### config.mk
export PLATFORM = sky130hd
export DESIGN_NAME = ram_burst_master_flat
export DESIGN_NICKNAME = d
export VERILOG_FILES = /design/src/rtl/ram_burst_master_if.sv /design/src/rtl/ram_burst_master.sv /design/src/flat_wrapper.sv
export SDC_FILE = /design/constraint.sdc
export NUM_CORES = 1
export LEC_CHECK = 0
export ABC_AREA = 1
export CORE_MARGIN = 2
export CORE_UTILIZATION = 42
export CTS_BUF_LIST = sky130_fd_sc_hd__clkbuf_8
export DETAILED_ROUTE_END_ITERATION = 7
export GPL_ROUTABILITY_DRIVEN = 0
export PLACE_DENSITY = 0.79
export SLEW_MARGIN = 30
export SYNTH_ARGS = -nofsm -noshare
export SYNTH_HDL_FRONTEND = slang
export SYNTH_SLANG_ARGS = --single-unit
### constraint.sdc
create_clock -name clk -period 2.45 [get_ports clk]
set_input_delay 0.49 -clock clk [delete_from_list [all_inputs] [get_ports clk]]
set_output_delay 0.49 -clock clk [all_outputs]
set_load 0.1 [all_outputs]
### src/rtl/ram_burst_master_if.sv
// Requester-side handshake bundle for ram_burst_master: command, write-beat and read-beat streams.
interface ram_burst_master_if #(
  parameter int unsigned DATA_WIDTH = 32,
  parameter int unsigned ADDR_WIDTH = 7,
  parameter int unsigned LEN_WIDTH  = 8
);
  logic                  cmd_valid;
  logic                  cmd_ready;
  logic                  cmd_write;
  logic [ADDR_WIDTH-1:0] cmd_addr;
  logic [LEN_WIDTH-1:0]  cmd_len;

  logic                  wr_valid;
  logic [DATA_WIDTH-1:0] wr_data;
  logic                  wr_ready;

  logic                  rd_valid;
  logic [DATA_WIDTH-1:0] rd_data;
  logic                  rd_ready;

  // Requester (processing datapath) view
  modport master (
    output cmd_valid, cmd_write, cmd_addr, cmd_len,
    output wr_valid, wr_data,
    output rd_ready,
    input  cmd_ready, wr_ready, rd_valid, rd_data
  );

  // Burst master view
  modport slave (
    input  cmd_valid, cmd_write, cmd_addr, cmd_len,
    input  wr_valid, wr_data,
    input  rd_ready,
    output cmd_ready, wr_ready, rd_valid, rd_data
  );
endinterface

### src/rtl/ram_burst_master.sv
// Burst read/write initiator for a single-port synchronous RAM with 1-cycle read latency.
// Optional XOR checksum of all transferred beats when RAM_MST_CHECKSUM_EN is defined.
module ram_burst_master #(
  parameter int unsigned DATA_WIDTH = 32,
  parameter int unsigned ADDR_WIDTH = 7,
  parameter int unsigned LEN_WIDTH  = 8
) (
  input  logic                  clk,
  input  logic                  rst_n,
  ram_burst_master_if.slave     bus,
  output logic                  busy,
  output logic                  ram_we,
  output logic [ADDR_WIDTH-1:0] ram_addr,
  output logic [DATA_WIDTH-1:0] ram_d,
  input  logic [DATA_WIDTH-1:0] ram_q
`ifdef RAM_MST_CHECKSUM_EN
  ,
  output logic [DATA_WIDTH-1:0] rd_csum
`endif
);

  localparam int unsigned OCC_WIDTH = 3;

  typedef enum logic [1:0] {
    IDLE  = 2'd0,
    WRITE = 2'd1,
    READ  = 2'd2,
    DRAIN = 2'd3
  } state_t;

  state_t                state;
  logic [ADDR_WIDTH-1:0] addr_cnt;
  logic [LEN_WIDTH-1:0]  beat_cnt;
  logic                  inflight;

  logic [1:0]            buf_cnt;
  logic                  buf_wp;
  logic                  buf_rp;
  logic [DATA_WIDTH-1:0] skid [2];

  logic                  cmd_hs;
  logic                  wr_beat;
  logic                  rd_valid_c;
  logic [DATA_WIDTH-1:0] rd_data_c;
  logic                  rd_pop;
  logic                  rd_issue;
  logic                  skid_push;
  logic                  skid_pop;
  logic                  last_beat;
  logic [OCC_WIDTH-1:0]  occupancy;

  // Handshake and credit decode
  always_comb begin
    cmd_hs     = bus.cmd_valid && (state == IDLE);
    wr_beat    = bus.wr_valid && (state == WRITE);
    last_beat  = (beat_cnt == '0);
    rd_valid_c = (buf_cnt != 2'd0) || inflight;
    rd_data_c  = '0;
    if (buf_cnt != 2'd0) begin
      rd_data_c = skid[buf_rp];
    end else if (inflight) begin
      rd_data_c = ram_q;
    end
    rd_pop     = rd_valid_c && bus.rd_ready;
    occupancy  = OCC_WIDTH'(buf_cnt) + OCC_WIDTH'(inflight);
    // Entries plus in-flight, net of this cycle's pop, must stay below two
    rd_issue   = (state == READ) && (occupancy < (OCC_WIDTH'(2) + OCC_WIDTH'(rd_pop)));
    // Arriving word bypasses the skid only when the skid is empty and it is consumed now
    skid_push  = inflight && !((buf_cnt == 2'd0) && rd_pop);
    skid_pop   = rd_pop && (buf_cnt != 2'd0);
  end

  assign bus.cmd_ready = (state == IDLE);
  assign bus.wr_ready  = (state == WRITE);
  assign bus.rd_valid  = rd_valid_c;
  assign bus.rd_data   = rd_data_c;
  assign busy          = (state != IDLE);
  assign ram_we        = wr_beat;
  assign ram_addr      = addr_cnt;
  assign ram_d         = (state == WRITE) ? bus.wr_data : '0;

  // Burst sequencing: address/beat counters and state
  always_ff @(posedge clk or negedge rst_n) begin
    if (!rst_n) begin
      state    <= IDLE;
      addr_cnt <= '0;
      beat_cnt <= '0;
      inflight <= 1'b0;
    end else begin
      inflight <= rd_issue;
      case (state)
        IDLE: begin
          if (cmd_hs) begin
            addr_cnt <= bus.cmd_addr;
            beat_cnt <= bus.cmd_len;
            state    <= bus.cmd_write ? WRITE : READ;
          end
        end
        WRITE: begin
          if (wr_beat) begin
            addr_cnt <= addr_cnt + ADDR_WIDTH'(1);
            beat_cnt <= beat_cnt - LEN_WIDTH'(1);
            if (last_beat) begin
              state <= IDLE;
            end
          end
        end
        READ: begin
          if (rd_issue) begin
            addr_cnt <= addr_cnt + ADDR_WIDTH'(1);
            beat_cnt <= beat_cnt - LEN_WIDTH'(1);
            if (last_beat) begin
              state <= DRAIN;
            end
          end
        end
        DRAIN: begin
          if (rd_pop && (occupancy == OCC_WIDTH'(1))) begin
            state <= IDLE;
          end
        end
        default: state <= IDLE;
      endcase
    end
  end

  // Skid occupancy and pointers
  always_ff @(posedge clk or negedge rst_n) begin
    if (!rst_n) begin
      buf_cnt <= 2'd0;
      buf_wp  <= 1'b0;
      buf_rp  <= 1'b0;
    end else begin
      if (skid_push) begin
        buf_wp <= ~buf_wp;
      end
      if (skid_pop) begin
        buf_rp <= ~buf_rp;
      end
      buf_cnt <= buf_cnt + 2'(skid_push) - 2'(skid_pop);
    end
  end

  // Skid storage needs no reset; occupancy qualifies it
  always_ff @(posedge clk) begin
    if (skid_push) begin
      skid[buf_wp] <= ram_q;
    end
  end

`ifdef RAM_MST_CHECKSUM_EN
  logic [DATA_WIDTH-1:0] csum;

  // XOR of every read beat delivered and every write beat accepted in the current burst
  always_ff @(posedge clk or negedge rst_n) begin
    if (!rst_n) begin
      csum <= '0;
    end else if (cmd_hs) begin
      csum <= '0;
    end else if (rd_pop) begin
      csum <= csum ^ rd_data_c;
    end else if (wr_beat) begin
      csum <= csum ^ bus.wr_data;
    end
  end

  assign rd_csum = csum;
`endif

endmodule
### src/flat_wrapper.sv
// flat-port wrapper written by rule: the top's interface ports become plain ports
module ram_burst_master_flat 
#(
  parameter int unsigned DATA_WIDTH = 32,
  parameter int unsigned ADDR_WIDTH = 7,
  parameter int unsigned LEN_WIDTH  = 8
)
  (clk, rst_n, busy, ram_we, ram_addr, ram_d, ram_q, bus_cmd_valid, bus_cmd_write, bus_cmd_addr, bus_cmd_len, bus_wr_valid, bus_wr_data, bus_rd_ready, bus_cmd_ready, bus_wr_ready, bus_rd_valid, bus_rd_data);
  ram_burst_master_if #(.DATA_WIDTH(DATA_WIDTH), .ADDR_WIDTH(ADDR_WIDTH), .LEN_WIDTH(LEN_WIDTH)) bus_i ();
  input  logic clk;
  input  logic rst_n;
  output logic busy;
  output logic ram_we;
  output logic [ADDR_WIDTH-1:0] ram_addr;
  output logic [DATA_WIDTH-1:0] ram_d;
  input  logic [DATA_WIDTH-1:0] ram_q;
  input wire logic [$bits(bus_i.cmd_valid)-1:0] bus_cmd_valid;
  input wire logic [$bits(bus_i.cmd_write)-1:0] bus_cmd_write;
  input wire logic [$bits(bus_i.cmd_addr)-1:0] bus_cmd_addr;
  input wire logic [$bits(bus_i.cmd_len)-1:0] bus_cmd_len;
  input wire logic [$bits(bus_i.wr_valid)-1:0] bus_wr_valid;
  input wire logic [$bits(bus_i.wr_data)-1:0] bus_wr_data;
  input wire logic [$bits(bus_i.rd_ready)-1:0] bus_rd_ready;
  output wire logic [$bits(bus_i.cmd_ready)-1:0] bus_cmd_ready;
  output wire logic [$bits(bus_i.wr_ready)-1:0] bus_wr_ready;
  output wire logic [$bits(bus_i.rd_valid)-1:0] bus_rd_valid;
  output wire logic [$bits(bus_i.rd_data)-1:0] bus_rd_data;
  assign bus_i.cmd_valid = bus_cmd_valid;
  assign bus_i.cmd_write = bus_cmd_write;
  assign bus_i.cmd_addr = bus_cmd_addr;
  assign bus_i.cmd_len = bus_cmd_len;
  assign bus_i.wr_valid = bus_wr_valid;
  assign bus_i.wr_data = bus_wr_data;
  assign bus_i.rd_ready = bus_rd_ready;
  assign bus_cmd_ready = bus_i.cmd_ready;
  assign bus_wr_ready = bus_i.wr_ready;
  assign bus_rd_valid = bus_i.rd_valid;
  assign bus_rd_data = bus_i.rd_data;
  ram_burst_master #(.DATA_WIDTH(DATA_WIDTH), .ADDR_WIDTH(ADDR_WIDTH), .LEN_WIDTH(LEN_WIDTH)) u_core (.clk(clk), .rst_n(rst_n), .bus(bus_i), .busy(busy), .ram_we(ram_we), .ram_addr(ram_addr), .ram_d(ram_d), .ram_q(ram_q));
endmodule
# == Word level (Yosys, flattened, before mapping) ==
# Memories as Yosys holds them, arrays and structs flattened.
# Cells that the tools add are included.
# classes
addsub,6
order_cmp,1
eq_ne,10
n_mux,21
bitwise,2
reduce_logical,18
# ops
cell,count
32-bit 2-to-1 mux,3
8-bit 2-to-1 mux,3
8-bit case mux with 3 select lines,1
7-bit 2-to-1 mux,3
7-bit case mux with 3 select lines,1
2-bit 2-to-1 mux,7
2-bit by 1-bit != test with 1-bit output (second input constant),5
1-bit logical AND,8
8-bit logical NOT,1
2-bit case mux with 4 select lines,1
8-bit by 1-bit subtractor with 8-bit output (second input constant),1
7-bit by 1-bit adder with 7-bit output (second input constant),1
6-bit AND reduction,1
2-bit equality test (second input constant),2
2-bit logical NOT,2
4-bit AND reduction,1
2-bit nonzero test,2
2-bit by 1-bit adder with 3-bit output,1
2-bit by 1-bit adder with 3-bit output (first input constant),1
3-bit by 1-bit equality test with 1-bit output (second input constant),1
3-bit < comparator,1
3-bit nonzero test,1
2-bit by 1-bit adder with 2-bit output,1
2-bit by 1-bit equality test with 1-bit output (second input constant),1
other kinds (6),8
# totals
regBits,22
mem_bits_rw,64
input_bits,85
output_inout_bits,76
n_memories,1
# memory_table
name,words,word_bits,read_ports,rd_ports_with_merged_regs,write_ports,line,source
u_core.skid,2,32,1,0,1,ram_burst_master.sv:39,logic [DATA_WIDTH-1:0] skid [2];

# == Longest topological paths before layout ==
# Gate-level depths: netlist of run 1.
# logic_depth
ltp_word,8
ltp_mapped,11

# == Worst setup path after synthesis of run 1 ==
# OpenSTA, ideal clock, no wires.
# synth_timing
path_type,register -> output
start,register u_core.buf_rp
end,output bus_rd_data[11]
arrival_time_ps,3162
t_required_ps,1960
slack_ps,-1202
stages_incl_launch_ff,6
n_path_buf,2
cell_sequence,dfrtp_1 > buf_2 > inv_1 > clkbuf_1 > nor2_1 > o31ai_1
# synth_between
elab_chain_len,2
# synth_lines
item,line,source
start: declaration,ram_burst_master.sv:38,logic buf_rp;
start signal: assignment,ram_burst_master.sv:138,buf_rp <= ~buf_rp;
memory read 2 x 32 bit,-,
32-bit 2-to-1 mux,ram_burst_master.sv:59,if (buf_cnt != 2'd0) begin
end: declaration,flat_wrapper.sv:27,output wire logic [$bits(bus_i.rd_data)-1:0] bus_rd_data;
# Every way passes these cells.

# == Final worst setup path of run 1 ==
# layout_timing
start,register u_core.buf_rp
end,output bus_rd_data[21]
# The elaborated chain is that of the path after synthesis.

==> results of run 1 <==
-- placed cells by master, fill, tap and decap left out, drive strengths merged --
cell,n
clkinvlp,31
nor2,88
o21ai,11
edfxtp,64
nand2,123
or2,1
dfrtp,22
a21oi,2
nand3,52
o31ai,32
inv,33
ha,12
clkinv,2
clkbuf,9
xnor2,3
xor2,3
nand3b,1
bufinv,1
buf,87
o21bai,1
nand4,11
clkdlybuf4s50,84
-- cells by family after synthesis --
logic type                 count (synthesis)  share of synthesized area [%]
AOI/OAI and AO/OA                         46                           7.14
xor gates and xnor gates                   6                           1.16
adders and majority gates                 12                           3.31
buffers and inverters                     87                           7.78
DFF                                       86                           54.5
and+or+nand+nor                          276                           26.1
-- synth_stat cells --
cell | number | share of area [%]
nand2_1 | 119 | 9.8
nor2_1 | 85 | 7.0
edfxtp_1 | 64 | 42
inv_1 | 56 | 4.6
nand3_1 | 51 | 5.6
o31ai_1 | 32 | 5.3
dfrtp_1 | 22 | 12
ha_1 | 12 | 3.3
clkbuf_1 | 11 | 0.91
nand4_1 | 11 | 1.5
o21ai_0 | 10 | 1.1
buf_2 | 9 | 0.99
buf_1 | 4 | 0.33
inv_2 | 4 | 0.33
xnor2_1 | 3 | 0.58
xor2_1 | 3 | 0.58
buf_4 | 2 | 0.33
nand2_2 | 2 | 0.28
nand2_4 | 2 | 0.50
nor2_4 | 2 | 0.50
a21oi_1 | 1 | 0.11
a21oi_4 | 1 | 0.36
buf_6 | 1 | 0.25
nand3_4 | 1 | 0.39
nand3b_1 | 1 | 0.17
nor2_2 | 1 | 0.14
o21ai_1 | 1 | 0.11
o21bai_1 | 1 | 0.17
or2_2 | 1 | 0.14
-- metrics by stage --
step	cells	instance area, µm²	worst slack, ns	setup TNS [ns]	hold WS [ns]
floorplan	513	4970	-0.430	-5.82	0.194
global placement	793	7420	0.396	0	0.485
detailed placement	793	7420	0.300	0	0.501
finish	809	7610	0.0831	0	0.488
CTS	809	7610	0.0640	0	0.496
global route	809	7610	0.0122	0	0.514
-- layer usage --
| layer | part of all wire [%] | vias to the layer above | global-route usage, % | wire [µm] |
|---|---|---|---|---|
| met5 | 0 | - | 0 | 0 |
| met1 | 38 | 1996 | 27.4 | 4810 |
| met2 | 55 | 152 | 40.3 | 6960 |
| li1 | - | 2000 | - | - |
| met3 | 5.6 | 18 | 3.32 | 710 |
| met4 | 1.7 | 0 | 7.23 | 219 |
-- critical path: stages, from the launching register on --
cell	delay (ns)
dfrtp_1	0.41
inv_1	0.07
buf_4	0.33
nor2_1	0.12
o31ai_2	0.36
buf_12	0.23
-- cell type report --
type	count	area share, %
repair buffers	171	31.5
clock inverters	7	0.888
multi-input cells	340	26.8
clock buffers	9	1.63
flip-flops and latches	86	32.5
inverters	60	4.44
well taps	136	2.24
-- flip-flops by register name, indices dropped and copies added (netlist names) --
| signal | count |
|---|---|
| u_core.buf_rp | 1 |
| u_core.buf_cnt | 2 |
| u_core.beat_cnt | 8 |
| u_core.ram_addr | 7 |
| u_core.inflight | 1 |
| u_core.skid | 64 |
| u_core.state | 2 |
| u_core.buf_wp | 1 |
-- final timing paths --
| path | from | endpoint | slack, ns |
|---|---|---|---|
| min in group clk | u_core.beat_cnt[0] | u_core.beat_cnt[0] | 0.52 |
| max | u_core.buf_rp | bus_rd_data[21] | 0.08 |
| min reg2reg | u_core.beat_cnt[0] | u_core.beat_cnt[0] | 0.52 |
| max reg2reg | u_core.inflight | u_core.skid[0][11] | 0.55 |
| min | rst_n | u_core.beat_cnt[0] | 0.49 |
| max in group asynchronous | rst_n | u_core.ram_addr[6] | 1.73 |
==> results.toml, run 1 <==
[synthesis]
syn_area_per_cell_um2 = 8.84
syn-num-nets = 610
ys_seq_elements = 86
yosysWarningCount = 0
synth_cells = 513
seq_area_frac_synth_pct = 54.5
syn_area_um2 = 4540
ys_types = 29

[sta]
rsz0062_at_grt = "no"
final.min_clock_period_ns = 2.37
hold_viol = 0
tightest_slew_ns = 0.549
slew_viol_final = 0
fmax_mhz = 422
finalCritPeriodShare_pct = 96.6
final.setup_skew_ns = 0.0139
relSlewSlack_pct = 63.2
setup_viol = 0

[worst_setup_path]
worstSetupEndpointType = "primary output"
worst-path-max-fanout = 32
cp.required_ns = 1.96
critPathLaunchType = "flip-flop"
r2r_cells = 6
cp_data_arrival_time_ns = 1.88
worstSetupPathType = "reg -> out"

[cells_and_area]
fillers = 722
area_delta_synth_final_pct = 67.7
post-route-util_pct = 73.0
layout.nets = 765
multi_input_area_um2 = 2040
antenna_cells = 0
register_area_um2 = 2470
drive_above_1_share_pct = 26.9

[floorplan]
die_area_um2 = 11600
num_io_pins = 161
die_w_um = 108
die_h_um = 108
core.rowCount = 37
initial_core_util_pct = 43.6
core_area_um2 = 10400

[cts]
ctsLongestPathBuffers = 2
cts_root_buf = "clkbuf_8"
clock_sinks = 86
clk_pin_slew_ns = 0.08
htreeDepth = 3
cts_inserted_buffers = 9
cts_hold_buf = 0
clk_latency_ns = 0.35
postCtsSetupBuffers = 0
cts_tree = "built"
cts_resized = 0

[run_status]
outcome = "completed"

[global_route]
grt_usage_pct = 22.3
grt_pass1_vias = 4238
grt_pass1_wl_um = 20600
grt_max_degree = 39
grt_antenna_before_repair = 0
grt_overflow = 0

[routing]
wirelength_um = 12700
drt-pass1-iter-count = 7
remaining_drc_errors = 0
postRouteAntennaNets = 0
viasPerCell = 5.15
vias = 4166
avgRoutedWirePerCell_um = 15.7
drt_iter0_drc = 251

[placement]
io_buffer_count = 160
hpwlAfterDp_um = 9630

[hold_path]
hp-class = "in -> async"

[job]
max_cap_viol_count = 0
Power of run 1 is not shown: default switching activity piles up to over one toggle a cycle in this logic, so the estimate is an artifact.
==> run 2, diff against run 1 <==
--- a/config.mk
+++ b/config.mk
@@ -6,12 +6,13 @@
 export NUM_CORES = 1
 export LEC_CHECK = 0
 export ABC_AREA = 1
+export CAP_MARGIN = 25
 export CORE_MARGIN = 2
-export CORE_UTILIZATION = 42
+export CORE_UTILIZATION = 47
 export CTS_BUF_LIST = sky130_fd_sc_hd__clkbuf_8
 export DETAILED_ROUTE_END_ITERATION = 7
 export GPL_ROUTABILITY_DRIVEN = 0
-export PLACE_DENSITY = 0.79
+export PLACE_DENSITY = 0.83
 export SLEW_MARGIN = 30
 export SYNTH_ARGS = -nofsm -noshare
 export SYNTH_HDL_FRONTEND = slang
==> constraint.sdc (replaced) <==
create_clock -name clk -period 2.4 [get_ports clk]
set_input_delay 0.48 -clock clk [delete_from_list [all_inputs] [get_ports clk]]
set_output_delay 0.48 -clock clk [all_outputs]
set_load 0.1 [all_outputs]
==> run 2 against run 1 <==
Compared with the run above:
- cell area barely moved
- die area fell by 10%
- non-clock buffer count rose by 1
- worst hold slack worse by 0.0062 ns
- wire length grew 8.0%
- global-route usage up 2.9 points
- critical path depth fell by 1
- final cell count down 0.74%
- clock skew decreased by 0.0087 ns
- clock-buffer cell count stayed put
==> results.toml, run 2 (synthesis gave the netlist of run 1 again) <==
[routing]
drt-pass1-iter-count = 7
vias = 4329
remaining_drc_errors = 0
avgRoutedWirePerCell_um = 17.1
drt_iter0_drc = 238
wirelength_um = 13700
postRouteAntennaNets = 0
viasPerCell = 5.39

[floorplan]
core_area_um2 = 9280
die_h_um = 102
die_area_um2 = 10500
initial_core_util_pct = 48.9
die_w_um = 102
num_io_pins = 161
core.rowCount = 35

[placement]
dp_cells = 786
io_buffer_count = 160
hpwlAfterDp_um = 9640

[global_route]
met2_usage_pct = 46.7
grt_max_degree = 57
met3_usage_pct = 4.58
grt_pass1_vias = 4301
grt.busiest_layer = "met2"
grtUsageMet1_pct = 29.6
grt_antenna_before_repair = 0
grt_usage_pct = 25.2
grt_pass1_wl_um = 20500
grt_overflow = 0

[job]
max_cap_viol_count = 0

[cells_and_area]
instances_no_fill = 803
largest_register_ffs = 64
layout_commonest_cell = "nand2_1"
area_delta_synth_final_pct = 67.6
regMostFlops = "u_core.skid"
layout.nets = 766
antenna_cells = 0
fillers = 528
drive_above_1_share_pct = 27.0
most-common-layout-cells = "119 x nand2_1, 84 x clkdlybuf4s50_1, 83 x nor2_1"

[worst_setup_path]
cp_data_arrival_time_ns = 1.85
critPathMaxStageDelay_ns = 0.46
worst-path-max-fanout = 28
worstSetupPathType = "reg -> out"
cpLargestDelayFamily = "buffers and inverters"
reg2reg_setup_slack_ns = 0.37
startpoint = "u_core.buf_cnt[1]"
crit_buf_inv = 2
reg2reg_to = "u_core.buf_cnt[1]"
critPathLaunchType = "flip-flop"
cp.required_ns = 1.92
r2r_cells = 9
worstSetupEndpointType = "primary output"
path_cells = "nor2_4 -> buf_6 -> o31ai_2 -> buf_12"
critPathSlowestCell = "dfrtp_1"
r2r-start = "u_core.buf_cnt[1]"

[cts]
cts_hold_buf = 0
cts_tree = "built"
cts_root_buf = "clkbuf_8"
clk_pin_slew_ns = 0.08
htreeDepth = 3
cts_inserted_buffers = 9
clock_sinks = 86
ctsLongestPathBuffers = 2
clk_latency_ns = 0.35

[sta]
finalCritPeriodShare_pct = 97.1
fmax_mhz = 429
tightest_slew_ns = 0.573
hold_viol = 0
setup_viol = 0
final.setup_skew_ns = 0.00526
rsz0062_at_grt = "yes"
relSlewSlack_pct = 61.8
final.min_clock_period_ns = 2.33
slew_viol_final = 0

[run_status]
outcome = "completed"

[hold_path]
hp-class = "in -> async"
run 2: final cells by class:
class	instances	area, µm²	area share, %
clock buffer	9	124	1.63
inverter	60	338	4.44
tap	129	161	2.12
timing repair buffer	172	2380	31.3
sequential	86	2470	32.5
multi-input combinational	340	2040	26.9
clock inverter	7	88.8	1.17
run 2: how the worst max path moves through the flow:
| stage | slack (ns) | cells past startpoint | end |
|---|---|---|---|
| 2_1_floorplan | -0.47 | 4 | bus_rd_data[13] |
| 3_3_place_gp | 0.38 | 5 | u_core.skid[1][8] |
| 3_5_place_dp | 0.30 | 5 | u_core.skid[1][8] |
| 4_1_cts | 0.04 | 5 | bus_rd_data[26] |
| 5_1_grt | -0.007 | 5 | ram_d[15] |
| 6_report | 0.07 | 4 | bus_rd_data[9] |
run 2: timing repair:
action / CTS / global route
setup buffers: 0 / 0
setup endpoints to repair: 0 / 22
resized for setup: 0 / 2
run 2: per-stage QoR:
| stage | setup WS [ns] | instance area (µm²) | hold slack (ns) | TNS (ns) | utilization, % |
|---|---|---|---|---|---|
| global route | -0.00712 | 7600 | 0.514 | -0.00960 | 81.9 |
| floorplan | -0.470 | 4970 | 0.184 | -6.46 | - |
| detailed placement | 0.300 | 7370 | 0.492 | 0 | 79.4 |
| finish | 0.0706 | 7600 | 0.482 | 0 | 81.9 |
| global placement | 0.383 | 7370 | 0.481 | 0 | 79.4 |
| CTS | 0.0353 | 7580 | 0.490 | 0 | 81.7 |
run 2: layer usage:
metal	share of wire, %	up-vias
li1	-	2009
met1	36	2057
met2	56	232
met3	7.0	31
met4	2.0	0
met5	0	-
Power of run 2 is left out for the same reason.
